## src/rtl/decoder_stage.sv

```systemverilog
// Vector ASIP instruction decoder: instruction word -> write-back/store control, plus a sticky halt flag.
// Zero-cycle decode latency; no handshake or stall, a new word is decoded every cycle.

module decoder_stage #(
  parameter int registerSize = 8
) (
  input  logic                    clk,
  input  logic                    rst,
  input  logic [15:0]             instruction,
  output logic                    MemoryWrite,
  output logic [1:0]              WriteRegFrom,
  output logic [3:0]              RegToWrite,
  output logic [registerSize-1:0] Immediate,
  output logic                    regWriteEnSc,
  output logic                    regWriteEnVec
);

  localparam logic [3:0] OP_NOP  = 4'h0;
  localparam logic [3:0] OP_ADDS = 4'h1;
  localparam logic [3:0] OP_SUBS = 4'h2;
  localparam logic [3:0] OP_ADDV = 4'h3;
  localparam logic [3:0] OP_SUBV = 4'h4;
  localparam logic [3:0] OP_MOVI = 4'h5;
  localparam logic [3:0] OP_LDV  = 4'h6;
  localparam logic [3:0] OP_STV  = 4'h7;
  localparam logic [3:0] OP_JMP  = 4'h8;
  localparam logic [3:0] OP_HALT = 4'hF;

  localparam logic [1:0] WB_ALU = 2'b00;
  localparam logic [1:0] WB_MEM = 2'b01;
  localparam logic [1:0] WB_IMM = 2'b10;

  typedef struct packed {
    logic                    mem_write;
    logic [1:0]              wb_sel;
    logic [3:0]              rd;
    logic [registerSize-1:0] imm;
    logic                    wen_sc;
    logic                    wen_vec;
  } ctrl_t;

  logic [3:0] opcode;
  logic       halted;
  ctrl_t      dec;
  ctrl_t      ctrl;

  assign opcode = instruction[15:12];

  // Reserved opcodes, NOP and HALT all fall through to the all-zero default.
  always_comb begin
    dec = '0;
    case (opcode)
      OP_ADDS, OP_SUBS: begin
        dec.wen_sc = 1'b1;
        dec.wb_sel = WB_ALU;
        dec.rd     = instruction[3:0];
      end
      OP_ADDV, OP_SUBV: begin
        dec.wen_vec = 1'b1;
        dec.wb_sel  = WB_ALU;
        dec.rd      = instruction[3:0];
      end
      OP_MOVI: begin
        dec.wen_sc = 1'b1;
        dec.wb_sel = WB_IMM;
        dec.rd     = instruction[11:8];
        dec.imm    = registerSize'(instruction[7:0]);
      end
      OP_LDV: begin
        dec.wen_vec = 1'b1;
        dec.wb_sel  = WB_MEM;
        dec.rd      = instruction[3:0];
      end
      OP_STV: begin
        dec.mem_write = 1'b1;
      end
      OP_JMP: begin
        dec.imm = registerSize'(instruction[7:0]);
      end
      default: ;
    endcase
  end

  // Sticky until reset; reset takes priority over a HALT on the same edge.
  always_ff @(posedge clk) begin
    if (rst) begin
      halted <= 1'b0;
    end else if (opcode == OP_HALT) begin
      halted <= 1'b1;
    end
  end

  always_comb begin
    ctrl = dec;
    if (rst || halted) begin
      ctrl = '0;
    end
  end

  assign MemoryWrite   = ctrl.mem_write;
  assign WriteRegFrom  = ctrl.wb_sel;
  assign RegToWrite    = ctrl.rd;
  assign Immediate     = ctrl.imm;
  assign regWriteEnSc  = ctrl.wen_sc;
  assign regWriteEnVec = ctrl.wen_vec;

endmodule

```

## config.mk

```make
export PLATFORM = sky130hd
export DESIGN_NAME = decoder_stage
export DESIGN_NICKNAME = d
export VERILOG_FILES = /design/src/rtl/decoder_stage.sv
export SDC_FILE = /design/constraint.sdc
export NUM_CORES = 1
export LEC_CHECK = 0
export BUFFER_PORTS_ARGS = -buffer_cell sky130_fd_sc_hd__buf_4
export CORE_AREA = 2 2 39 41
export DETAILED_ROUTE_END_ITERATION = 6
export DIE_AREA = 0 0 41 43
export PLACE_DENSITY_LB_ADDON = 0.12
export SLEW_MARGIN = 20
export SYNTH_ARGS = -nofsm -noshare
export SYNTH_HDL_FRONTEND = slang
export SYNTH_SLANG_ARGS = --single-unit
```

## constraint.sdc

```tcl
create_clock -name clk -period 1.8 [get_ports clk]
set_clock_uncertainty 0.05 [all_clocks]
set_input_delay 0.18 -clock clk [delete_from_list [all_inputs] [get_ports clk]]
set_output_delay 0.18 -clock clk [all_outputs]
set_load 0.05 [all_outputs]
```

==> summary.txt <==
Worst setup path
  – Required time of the critical path: 1.57 ns
  – Critical path fanouts, max: 8
  – CP top delay family: simple AND/OR/NAND/NOR gates
  – Worst-path cell chain: buf_4 > or3b_4 > a2111oi_4 > buf_4 > and2_1 > buf_4
  – Worst path buffer plus inverter count: 3
  – Most frequent CP cell: sky130_fd_sc_hd__buf_4
  – Master of the slowest instance on the critical path: sky130_fd_sc_hd__or3b_4
  – Reg-to-reg critical path endpoint: halted
  – Critical Path Sink Type: output pin
  – Classification of the worst setup path: in2out
  – CP startpoint kind: primary input
  – R2R setup slack: 1.04 ns
  – Reg2Reg Depth: 2
  – Largest stage delay, worst path: 0.39 ns
  – Critical R2R Launch: halted
  – Signal arrival time at the worst endpoint: 1.52 ns

Synthesis
  – Post-Syn Nets: 61
  – Number of distinct library cells after synthesis: 21
  – FF+latch count, synth: 1
  – Largest area contributor in the netlist: sky130_fd_sc_hd__and2_1
  – Prevailing post-synth register cell: sky130_fd_sc_hd__dfxtp_1
  – Number of warning messages in the yosys log: 0
  – Post-Syn Instances: 43
  – Sequential share of the synthesized area: 6.504%
  – Number of synthesized flops with an enable pin: 0
  – Post-synthesis async set-or-reset flop share: 0%
  – Synth top area share: 18.29%
  – Average size of a mapped cell: 7.158 µm²
  – Syn Std Cell Area: 307.8 µm²
  – Cell types occupying the most area after synthesis: sky130_fd_sc_hd__and2_1, sky130_fd_sc_hd__a32oi_1, sky130_fd_sc_hd__nor2_1

STA
  – Smallest setup slack after layout: 0.04770 ns
  – Worst hold margin: 0.3625 ns
  – Final-report hold violation count: 0
  – Max Slew Vio Count: 0
  – Setup TNS: 0 ns
  – Rel. slew slack: 77.83%
  – Final critical path time including I/O delays and setup: 1.752 ns
  – Period utilisation layout: 97.35%
  – Total setup violations reported at the end of the flow: 0
  – FMAX: 570.7 MHz
  – Actual slew at the worst max-slew pin: 0.3300 ns

Floorplan
  – Width of the chip: 41 µm
  – IO Count: 35
  – Row count: 14
  – Core region area: 0.001384 mm²
  – Starting utilization of the core area: 22.24%
  – Die extent in y: 43 µm
  – Overall die area: 0.001763 mm²

Hold path
  – Worst min-delay path category: in2reg
  – Hold Path Stages: 2
  – Startpoint of the lowest-slack hold path: rst
  – End of the worst hold path: halted

Power and ir drop
  – Static power due to leakage: 0.2874 nW
  – Max rail drop VDD: 0.1560 mV
  – Total power per unit cell area: 240.7 mW/mm²
  – Final Power: 0.1448 mW

Layout
  – Diodes inserted: 0
  – Growth of design area from synthesis to finish: 95.53%
  – Regs by FF count: halted (1)
  – Largest register FFs: 1
  – Core occupancy in the finished layout: 43.49%
  – Post-layout instance area: 601.8 µm²
  – Layout cells sized above 1: 54.55%
  – # nets final: 97
  – Most flops, register: halted
  – Final Non-Filler Cells: 93

Routing
  – Number of detailed-route iterations in the first pass: 4
  – Total number of vias: 427
  – Post-DR vias/cell: 4.591
  – Final Routed Wirelength: 998 µm
  – Total DRC errors in the routed layout: 0
  – Number of DRC markers after the initial detailed-route iteration: 1
  – Final routed wire length divided by cell count: 10.73 µm
  – Number of nets with antenna violations after detailed routing: 0

Outcome
  – Outcome: finished, final reports clean

CTS
  – Clock-pin slew reported for the worst setup and hold paths after clock tree synthesis: 0 ns
  – Clock latency at the later pin of the worst-skew pair: 0 ns
  – Number of buffers added to fix hold violations after cts: 0

Global route
  – Pin count of the biggest net entering global routing: 13
  – Initial antenna violation count: 0
  – Number of global-route vias before repair: 353
  – First-pass GRT wire length: 1.600 mm
  – Global route total overflow: 0
  – Total routing usage reported by global routing: 12.09%

Placed design
  – Final Wtd Congestion: 0.6661
  – Cell Area, Placed: 584.3 µm²
  – Setup slack at placement: 0.05398 ns
  – DP Wirelength: 856.7 µm
  – Placed Cells: 92
  – IO Port Bufs: 34

Run
  – Max-cap violations: 0
final cells by class:
| cell class | instances | area (µm²) |
|---|---|---|
| Fill cell | 163 | 782.0 |
| Timing Repair Buffer | 37 | 285.3 |
| Multi-Input combinational cell | 38 | 272.8 |
| Sequential cell | 1 | 20.02 |
| Tap cell | 16 | 20.02 |
| Inverter | 1 | 3.754 |
cells in the final DEF, fill, tap and decap left out:
cell                        netlist  final
sky130_fd_sc_hd__or3b_4           1      1
sky130_fd_sc_hd__and2_4           0      1
sky130_fd_sc_hd__a32oi_1          4      4
sky130_fd_sc_hd__buf_6            1      2
sky130_fd_sc_hd__dfxtp_1          1      1
sky130_fd_sc_hd__and4bb_2         1      1
sky130_fd_sc_hd__or3_1            1      1
sky130_fd_sc_hd__nand2_1          2      2
sky130_fd_sc_hd__nor4b_1          1      1
sky130_fd_sc_hd__nand3b_1         1      1
sky130_fd_sc_hd__a2111oi_4        1      1
sky130_fd_sc_hd__nor2_1           8      8
sky130_fd_sc_hd__and2_1           9      8
sky130_fd_sc_hd__nor3b_2          0      1
sky130_fd_sc_hd__mux2i_1          2      2
sky130_fd_sc_hd__a41oi_1          1      1
sky130_fd_sc_hd__nand3_1          2      2
sky130_fd_sc_hd__buf_4            0     35
sky130_fd_sc_hd__a21oi_1          1      1
sky130_fd_sc_hd__inv_1            1      1
sky130_fd_sc_hd__nor3_1           1      1
sky130_fd_sc_hd__nor2b_1          1      1
logic make-up after synthesis:
kind of cell           share of synthesized area [%]
AO/OA/AOI/OAI                                  24.80
buffers and inverters                          7.317
flip-flops                                     6.504
multiplexers                                   6.504
AND/OR/NAND/NOR                                54.88
cells in the mapped netlist, types with 2 or more instances:
cell / count
sky130_fd_sc_hd__and2_1: 9
sky130_fd_sc_hd__nor2_1: 8
sky130_fd_sc_hd__a32oi_1: 4
sky130_fd_sc_hd__clkbuf_1: 2
sky130_fd_sc_hd__mux2i_1: 2
sky130_fd_sc_hd__nand2_1: 2
sky130_fd_sc_hd__nand3_1: 2
worst register-to-register path: cells and delay by family (launching register included):
family,cells,cell delay (ns)
AOI/OAI and AO/OA,1,0.18
DFF,1,0.35
and+or+nand+nor,1,0.06
what timing repair did:
item	in CTS	in global routing
gates resized for setup	0	3
endpoints found under the setup margin	0	7
setup buffers	0	1
routing by layer:
layer	wire [µm]	track usage, %
met1	418	17.72
met2	556	20.31
met3	23	0
met4	0	0
met5	0	0
how the worst max path moves through the flow:
stage | depth (start not counted) | start | slack (ns) | to
after global placement | 5 | instruction[12] | 0.06 | Immediate[0]
final | 6 | instruction[12] | 0.05 | Immediate[2]
after detailed placement | 5 | instruction[12] | 0.05 | Immediate[3]
after floorplan | 4 | instruction[14] | 0.05 | Immediate[0]
after CTS | 5 | instruction[12] | 0.05 | Immediate[3]
after global routing | 6 | instruction[12] | -0.009 | Immediate[4]
where the power goes:
group	leakage, nW	internal [mW]	switching [mW]
Clock	0	0	0
Combinational	0.279	0.0550	0.0649
Sequential	0.00813	0.0234	0.00151
Total	0.287	0.0784	0.0664
No activity file was read; power rests on OpenSTA's default activity.
